**src/rtl/mux_sev_seg_scanner_if.sv**
```systemverilog
// Datapath-side bundle for mux_sev_seg_scanner.
// Master writes value/brightness and sees frame status.
`timescale 1ns/1ps
interface mux_sev_seg_scanner_if #(
  parameter int DIGITS = 4,
  parameter int DUTY_W = 4
);
  logic                  LOAD;
  logic [4*DIGITS-1:0]   HEX;
  logic [DIGITS-1:0]     DP;
  logic [DUTY_W-1:0]     BRIGHT;
  logic                  FRAME;
  logic                  PENDING;

  modport master (
    output LOAD, HEX, DP, BRIGHT,
    input  FRAME, PENDING
  );

  modport slave (
    input  LOAD, HEX, DP, BRIGHT,
    output FRAME, PENDING
  );
endinterface

```
**src/rtl/mux_sev_seg_scanner.sv**
```systemverilog
// Multiplexed 7-seg scanner: double-buffered, per-digit DP, PWM dimming.
// Define MSS_LZ_BLANK_EN for leading-zero blanking.
`timescale 1ns/1ps
module mux_sev_seg_scanner #(
  parameter int DIGITS   = 4,
  parameter int PRESCALE = 4096,
  parameter int DUTY_W   = 4,
  parameter int INV      = 1
) (
  input  logic                 CLK,
  input  logic                 RESET,
  mux_sev_seg_scanner_if.slave bus,
  output logic [DIGITS-1:0]    CAT,
  output logic [6:0]           SEG,
  output logic                 DP_OUT
);

  localparam int PW = $clog2(PRESCALE);
  localparam int IW = $clog2(DIGITS);
  localparam logic [6:0] SEG_OFF = (INV != 0) ? 7'h7F : 7'h00;
  localparam logic       DP_OFF  = (INV != 0);

  logic [PW-1:0]       pc;
  logic [IW-1:0]       idx;
  logic [DUTY_W-1:0]   pw;
  logic [4*DIGITS-1:0] pend_hex, act_hex;
  logic [DIGITS-1:0]   pend_dp, act_dp;
  logic                pending;
  logic                slot_end, swap;

  logic [DIGITS-1:0]   cat_d;
  logic [6:0]          seg_d;
  logic                dp_d;
  logic                frame_q;

  function automatic logic [6:0] decode(input logic [3:0] n);
    logic [6:0] s;
    unique case (n)
      4'h0: s = 7'h3F;
      4'h1: s = 7'h06;
      4'h2: s = 7'h5B;
      4'h3: s = 7'h4F;
      4'h4: s = 7'h66;
      4'h5: s = 7'h6D;
      4'h6: s = 7'h7D;
      4'h7: s = 7'h07;
      4'h8: s = 7'h7F;
      4'h9: s = 7'h6F;
      4'hA: s = 7'h77;
      4'hB: s = 7'h7C;
      4'hC: s = 7'h39;
      4'hD: s = 7'h5E;
      4'hE: s = 7'h79;
      4'hF: s = 7'h71;
    endcase
    return s;
  endfunction

  assign slot_end = (pc == PW'(PRESCALE-1));
  assign swap     = slot_end && (idx == IW'(DIGITS-1));

  always_ff @(posedge CLK) begin
    if (RESET) begin
      pc <= '0;
      idx <= '0;
      pw <= '0;
    end else begin
      pw <= pw + 1'b1;
      if (slot_end) begin
        pc <= '0;
        idx <= swap ? '0 : idx + 1'b1;
      end else begin
        pc <= pc + 1'b1;
      end
    end
  end

  // A load landing on the swap cycle bypasses straight to the active buffer
  always_ff @(posedge CLK) begin
    if (RESET) begin
      pend_hex <= '0;
      pend_dp  <= '0;
      act_hex  <= '0;
      act_dp   <= '0;
      pending  <= 1'b0;
    end else if (swap) begin
      if (bus.LOAD) begin
        pend_hex <= bus.HEX;
        pend_dp  <= bus.DP;
        act_hex  <= bus.HEX;
        act_dp   <= bus.DP;
      end else if (pending) begin
        act_hex <= pend_hex;
        act_dp  <= pend_dp;
      end
      pending <= 1'b0;
    end else if (bus.LOAD) begin
      pend_hex <= bus.HEX;
      pend_dp  <= bus.DP;
      pending  <= 1'b1;
    end
  end

  always_comb begin
    logic       on;
    logic [3:0] nib;
    logic [6:0] seg_a;
    logic       dp_a;
`ifdef MSS_LZ_BLANK_EN
    logic       lz;
`endif
    on    = (pw <= bus.BRIGHT);
    nib   = act_hex[4*(DIGITS-1-int'(idx)) +: 4];
    dp_a  = act_dp[DIGITS-1-int'(idx)];
    seg_a = decode(nib);
`ifdef MSS_LZ_BLANK_EN
    lz = (idx != IW'(DIGITS-1));
    for (int i = 0; i < DIGITS; i++) begin
      if (i <= int'(idx) && act_hex[4*(DIGITS-1-i) +: 4] != 4'h0)
        lz = 1'b0;
    end
    if (lz)
      seg_a = 7'h00;
`endif
    cat_d = '0;
    seg_d = SEG_OFF;
    dp_d  = DP_OFF;
    if (on) begin
      cat_d = {{(DIGITS-1){1'b0}}, 1'b1} << idx;
      seg_d = (INV != 0) ? ~seg_a : seg_a;
      dp_d  = (INV != 0) ? ~dp_a : dp_a;
    end
  end

  always_ff @(posedge CLK) begin
    if (RESET) begin
      CAT     <= '0;
      SEG     <= SEG_OFF;
      DP_OUT  <= DP_OFF;
      frame_q <= 1'b0;
    end else begin
      CAT     <= cat_d;
      SEG     <= seg_d;
      DP_OUT  <= dp_d;
      frame_q <= swap;
    end
  end

  assign bus.FRAME   = frame_q;
  assign bus.PENDING = pending;

endmodule

```
**src/flat_wrapper.sv**
```systemverilog
// flat-port wrapper written by rule: the top's interface ports become plain ports
module mux_sev_seg_scanner_flat 
#(
  parameter int DIGITS   = 4,
  parameter int PRESCALE = 4096,
  parameter int DUTY_W   = 4,
  parameter int INV      = 1
)
  (CLK, RESET, CAT, SEG, DP_OUT, bus_LOAD, bus_HEX, bus_DP, bus_BRIGHT, bus_FRAME, bus_PENDING);
  mux_sev_seg_scanner_if #(.DIGITS(DIGITS), .DUTY_W(DUTY_W)) bus_i ();
  input  logic CLK;
  input  logic RESET;
  output logic [DIGITS-1:0] CAT;
  output logic [6:0] SEG;
  output logic DP_OUT;
  input wire logic [$bits(bus_i.LOAD)-1:0] bus_LOAD;
  input wire logic [$bits(bus_i.HEX)-1:0] bus_HEX;
  input wire logic [$bits(bus_i.DP)-1:0] bus_DP;
  input wire logic [$bits(bus_i.BRIGHT)-1:0] bus_BRIGHT;
  output wire logic [$bits(bus_i.FRAME)-1:0] bus_FRAME;
  output wire logic [$bits(bus_i.PENDING)-1:0] bus_PENDING;
  assign bus_i.LOAD = bus_LOAD;
  assign bus_i.HEX = bus_HEX;
  assign bus_i.DP = bus_DP;
  assign bus_i.BRIGHT = bus_BRIGHT;
  assign bus_FRAME = bus_i.FRAME;
  assign bus_PENDING = bus_i.PENDING;
  mux_sev_seg_scanner #(.DIGITS(DIGITS), .PRESCALE(PRESCALE), .DUTY_W(DUTY_W), .INV(INV)) u_core (.CLK(CLK), .RESET(RESET), .bus(bus_i), .CAT(CAT), .SEG(SEG), .DP_OUT(DP_OUT));
endmodule
```
**config.mk**
```make
export PLATFORM = sky130hd
export DESIGN_NAME = mux_sev_seg_scanner_flat
export DESIGN_NICKNAME = d
export VERILOG_FILES = /design/src/rtl/mux_sev_seg_scanner_if.sv /design/src/rtl/mux_sev_seg_scanner.sv /design/src/flat_wrapper.sv
export SDC_FILE = /design/constraint.sdc
export NUM_CORES = 1
export LEC_CHECK = 0
export ABC_AREA = 1
export ABC_CLOCK_PERIOD_IN_PS = 3700
export BUFFER_PORTS_ARGS = -buffer_cell sky130_fd_sc_hd__buf_2
export CORE_MARGIN = 2
export CORE_UTILIZATION = 50
export CTS_CLUSTER_DIAMETER = 200
export DETAILED_ROUTE_END_ITERATION = 16
export MAX_ROUTING_LAYER = met4
export PLACE_DENSITY = 0.79
export REMOVE_ABC_BUFFERS = 1
export SLEW_MARGIN = 20
export SYNTH_ARGS = -nofsm -noshare
export SYNTH_HDL_FRONTEND = slang
export SYNTH_SLANG_ARGS = --single-unit
```
**constraint.sdc**
```tcl
create_clock -name CLK -period 3.7 [get_ports CLK]
set_input_delay 0.555 -clock CLK [delete_from_list [all_inputs] [get_ports CLK]]
set_output_delay 0.555 -clock CLK [all_outputs]
set_load 0.005 [all_outputs]
```
# Word-level counts from Yosys, hierarchy flattened
# Memories as Yosys holds them, arrays and structs flattened.
# Cells that the tools add are included.
[word_totals]
register_bits = 72
rom_bits = 112
word_cells = 40
input_bits = 27
mem_count = 1
[op_classes]
n_addsub = 4
n_lt_le_gt_ge = 2
n_mux = 8
n_reduce_logical = 6
eq_ne = 2
n_shift = 2
n_bitwise = 3
[memory_table]
columns = ["memory", "depth", "width", "rd", "rd_ports_with_merged_regs", "write_ports", "line", "rtl"]
rows = [
  ["(no name shown)", 16, 7, 1, 0, 0, "mux_sev_seg_scanner.sv:38", "unique case (n)"],
]
[op_table]
columns = ["op", "n"]
rows = [
  ["less-than comparator 32 x 4 -> 1 bit (second input constant)", 1],
  ["two-way mux 16 bit", 2],
  ["indexed part select 16 x 32 -> 4 bit", 1],
  ["adder 12 x 1 -> 12 bit (second input constant)", 1],
  ["== test 12 bit (second input constant)", 1],
  ["two-way mux 4 bit", 2],
  ["NOT 7 bit", 1],
  ["OR reduction 2 bit", 3],
  ["adder 4 x 1 -> 4 bit (second input constant)", 1],
  ["<= comparator 4 bit", 1],
  ["<< shifter 1 x 2 -> 4 bit (first input constant)", 1],
  ["subtractor 2 x 2 -> 3 bit (first input constant)", 1],
  ["adder 2 x 1 -> 2 bit (second input constant)", 1],
  ["binary-select mux 1 bit (select 2 bit)", 1],
  ["== test 2 bit (second input constant)", 1],
  ["two-way mux 1 bit", 2],
  ["two-way mux 2 bit", 1],
  ["NOT 1 bit", 2],
  ["AND reduction 2 bit", 1],
  ["nonzero test 2 bit", 1],
  ["logical AND 1 bit", 1],
]

# Depth between registers and ports, before layout
[logic_depth]
word_depth = 5
depth_mapped = 13

# Worst setup path after synthesis
# OpenSTA, ideal clock, no wires.
[synth_timing]
path_type = "register to register"
from = "reg u_core.idx[0]"
to = "reg u_core.SEG[1]"
path_buffers = 2
arrival_time_ps = 1531
setup_time_ps = 114
synth_period_minus_slack_ps = 1645
setup_slack_ps = 2055
stages_incl_launch_ff = 12
cell_sequence = "dfxtp_1 buf_4 buf_6 o21ai_0 nand2_1 nand2_1 inv_1 ha_1 nand3_1 nor2_1 nor2_1 nand2_1"
[synth_via]
elab_chain_cells = 4
[synth_lines]
columns = ["element", "line", "rtl"]
rows = [
  ["start: declaration", "mux_sev_seg_scanner.sv:24", "logic [IW-1:0] idx;"],
  ["start signal: assignment", "mux_sev_seg_scanner.sv:71", "idx <= swap ? '0 : idx + 1'b1;"],
  ["subtractor 2 x 2 -> 3 bit", "mux_sev_seg_scanner.sv:113", "nib = act_hex[4*(DIGITS-1-int'(idx)) +: 4];"],
  ["indexed part select 16 x 32 -> 4 bit", "mux_sev_seg_scanner.sv:113", ""],
  ["memory (16 x 7 bit)", "n/a", ""],
  ["NOT 7 bit", "mux_sev_seg_scanner.sv:130", "seg_d = (INV != 0) ? ~seg_a : seg_a;"],
  ["end signal: assignment", "mux_sev_seg_scanner.sv:143", "SEG <= seg_d;"],
  ["end: declaration", "mux_sev_seg_scanner.sv:14", "output logic [6:0] SEG,"],
]
# No other way between the ends.
# A chain may end at the register's enable or synchronous reset.

# Final worst setup path
[layout_timing]
from = "reg u_core.idx[0]"
to = "reg u_core.act_hex[1]"
[layout_via]
elab_chain_cells = 3
[layout_lines]
columns = ["element", "line", "rtl"]
rows = [
  ["== test 2 bit", "mux_sev_seg_scanner.sv:60", "assign swap = slot_end && (idx == IW'(DIGITS-1));"],
  ["logical AND 1 bit", "mux_sev_seg_scanner.sv:60", ""],
  ["AND reduction 2 bit (no source line)", "n/a", ""],
  ["end signal: assignment", "mux_sev_seg_scanner.sv:90", "act_hex <= bus.HEX;"],
  ["end signal: assignment", "mux_sev_seg_scanner.sv:93", "act_hex <= pend_hex;"],
  ["end: declaration", "mux_sev_seg_scanner.sv:26", "logic [4*DIGITS-1:0] pend_hex, act_hex;"],
]
# No other way between the ends.

==> impl_metrics.py <==
metrics = {
    "outcome": {
        "status": "complete, no violations",
    },
    "clock_tree": {
        "cts_setup_buffers": 0,
        "cts_root_buffer": "clkbuf_8",
        "cts_hold_buf": 0,
        "cts_resized": 0,
        "htreeDepth": 3,
        "clock-sinks": 72,
        "clock_latency_ns": 0.35,
        "cts_tree": "built",
        "clock_path_buffers": 2,
        "clkTransAtPathRegs_ns": 0.08,
        "cts_buffers": 9,
    },
    "synth": {
        "yosysUniqueCellTypes": 32,
        "synth_cells": 436,
        "synth_edf_count": 0,
        "dominantRegCellSynth": "dfxtp_1",
        "yosys-top-cells-count": "92 x nor2_1, 72 x dfxtp_1, 72 x nand2_1",
        "synth_area_per_cell_um2": 7.61,
        "yosysWarnings": 0,
        "synth.most_common_cell": "nor2_1",
        "async_flop_share_pct": 0,
        "synth_top_cell_by_area": "dfxtp_1",
        "synth_top_area_share_pct": 43.4,
        "syn_area_um2": 3320,
        "synthTopCellsByArea": "dfxtp_1 43%, nor2_1 10%, nand2_1 8.1%, ha_1 4.9%, nand3_1 4.2%",
        "synth-seq-cells": 72,
        "yosysSeqAreaShare_pct": 43.4,
    },
    "sta": {
        "drv_slew": 0,
        "min_period_ns": 2.23,
        "worst_pin_slew_ns": 0.736,
        "slew_headroom_pct": 50.9,
        "hold_ws_ns": 0.450,
        "finalSetupViolations": 0,
        "period_share_pct": 60.2,
        "finalHoldViolCount": 0,
        "fin_tns_setup_ns": 0,
        "clock.fmax_mhz": 449,
        "rsz0062_at_grt": "false",
        "fin_skew_ns": 0.00927,
    },
    "placed_design": {
        "dpl.hpwl_mm": 4.49,
        "io_buffers": 40,
        "gp_congestion": 0.810,
    },
    "routing": {
        "drtIter0Drc": 116,
        "drtAntennaViolNets": 0,
        "post_drt_wl_per_cell_um": 11.5,
        "drc": 0,
        "wirelength_mm": 6.29,
        "firstDrtPassIters": 4,
        "via_count": 2737,
        "via_per_inst": 4.99,
    },
    "critical_path": {
        "startpoint_type": "flip-flop",
        "crit_type": "reg -> reg",
        "path_cells": "ha_1 > buf_4 > nand4_2 > nor2_2 > nor2_1 > nor2_1",
        "crit_required_ns": 3.98,
        "arrival_ns": 2.51,
        "worstSetupEndpointType": "flip-flop",
        "critPathLaunch": "u_core.idx[0]$_SDFFE_PP0P_",
        "rr_startpoint": "u_core.idx[0]$_SDFFE_PP0P_",
        "cp_common_cell": "nor2_1",
        "cpPeakStageDelay_ns": 0.68,
        "crit_slowest_cell": "dfxtp_1",
        "path_max_fanout": 21,
        "reg2reg_depth": 6,
    },
    "finish": {
        "fin_nets": 506,
        "drive_above_1_share_pct": 21.0,
        "antenna_cells": 0,
        "utilization_pct": 57.3,
        "areaGrowthSynthToFinish_pct": 10.3,
    },
    "global_routing": {
        "grt_pass1_wl_mm": 11.0,
        "gr-usage-met3_pct": 3.60,
        "met1_usage_pct": 23.3,
        "grt_usage_pct": 19.3,
        "grt-busiest-layer": "met2",
        "grt_pass1_vias": 2534,
        "grt_max_degree": 27,
        "grt.overflow.total": 0,
        "antenna_found_initial": 0,
        "grtUsageMet2_pct": 31.1,
    },
    "power": {
        "power_density_nw_per_um2": 405,
        "p_leak_nw": 1.63,
        "vdd_drop_max_mv": 0.247,
        "power.total_mw": 1.48,
    },
    "worst_hold_path": {
        "hp-class": "reg -> reg",
        "hold_start": "u_core.pc[0]$_SDFF_PP0_",
        "whs_path_depth": 1,
    },
    "floorplanning": {
        "rows": 29,
        "coreArea_um2": 6390,
        "fp.dieW_um": 85.5,
        "dieHeight_um": 85.5,
        "initial_core_util_pct": 52.0,
        "io_pins": 41,
        "die_area_um2": 7300,
    },
    "flow_run": {
        "maxCapViolCount": 0,
    },
}
report_power, final:
part,switching (mW),total (mW),internal [mW]
clock,0.284,0.561,0.277
sequential,0.00897,0.812,0.803
combinational,0.0634,0.110,0.0466
total,0.356,1.48,1.13
worst max-delay path, delay by kind of cell (launching register included):
family	cells	cell delay [ns]
AND/OR/NAND/NOR	4	0.98
flip-flops	1	0.68
buffers and inverters	1	0.25
adder cells (fa/ha/maj)	1	0.24
worst paths after layout:
check | end | slack [ns]
worst max register to register | u_core.act_hex[1]$_SDFFE_PP0P_ | 1.47
worst max-delay path | u_core.act_hex[1]$_SDFFE_PP0P_ | 1.47
worst min-delay path | u_core.pc[0]$_SDFF_PP0_ | 0.45
worst min register to register | u_core.pc[0]$_SDFF_PP0_ | 0.45
layout by cell type (no fill, tap or decap), types with 13 or more instances in the layout:
cell type  Yosys  final
nor2_1        92     92
nand2_1       72     72
dfxtp_1       72     72
buf_2          3     40
nand3_1       28     28
o21ai_0       26     26
inv_1         24     24
nand4_1       21     21
or2_2         20     20
ha_1          13     13
per-layer routing:
layer,routed length (um),up-vias
met3,312,8
li1,-,1458
met1,2980,1207
met2,2860,64
met4,129,0
met5,0,-
logic make-up (layout without fill, tap and decap cells):
family	count (synthesis)	count (layout)	share of synthesized area, %
fa+ha+maj	13	13	4.90
xor+xnor	7	7	1.85
buf+inv	51	86	7.69
flops	72	72	43.4
compound gates	35	35	5.62
simple gates	258	258	36.5
sequential cells by signal, indices dropped and copies added (netlist names), 2 cells and up:
| signal | count |
|---|---|
| u_core.SEG | 7 |
| u_core.act_dp | 4 |
| u_core.pc | 12 |
| u_core.act_hex | 16 |
| u_core.CAT | 4 |
| u_core.pend_dp | 4 |
| u_core.idx | 2 |
| u_core.pw | 4 |
| u_core.pend_hex | 16 |
cell type report:
cell class                      count  area (um^2)
Fill cell                         612         2730
Timing Repair Buffer               41          208
Multi-Input combinational cell    313         1620
Sequential cell                    72         1440
Tap cell                           77         96.3
Inverter                           29          109
Clock inverter                      5         31.3
Clock buffer                       11          151
through the flow:
stage                     std cells  cell area (um^2)  worst slack [ns]
final                           548              3660              1.47
after global routing            548              3660              1.22
after floorplan                 414              3170              1.72
after detailed placement        532              3480              1.49
after CTS                       548              3660              1.46
after global placement          532              3480              1.53
Note: power is estimated with default switching activity, not from simulation.
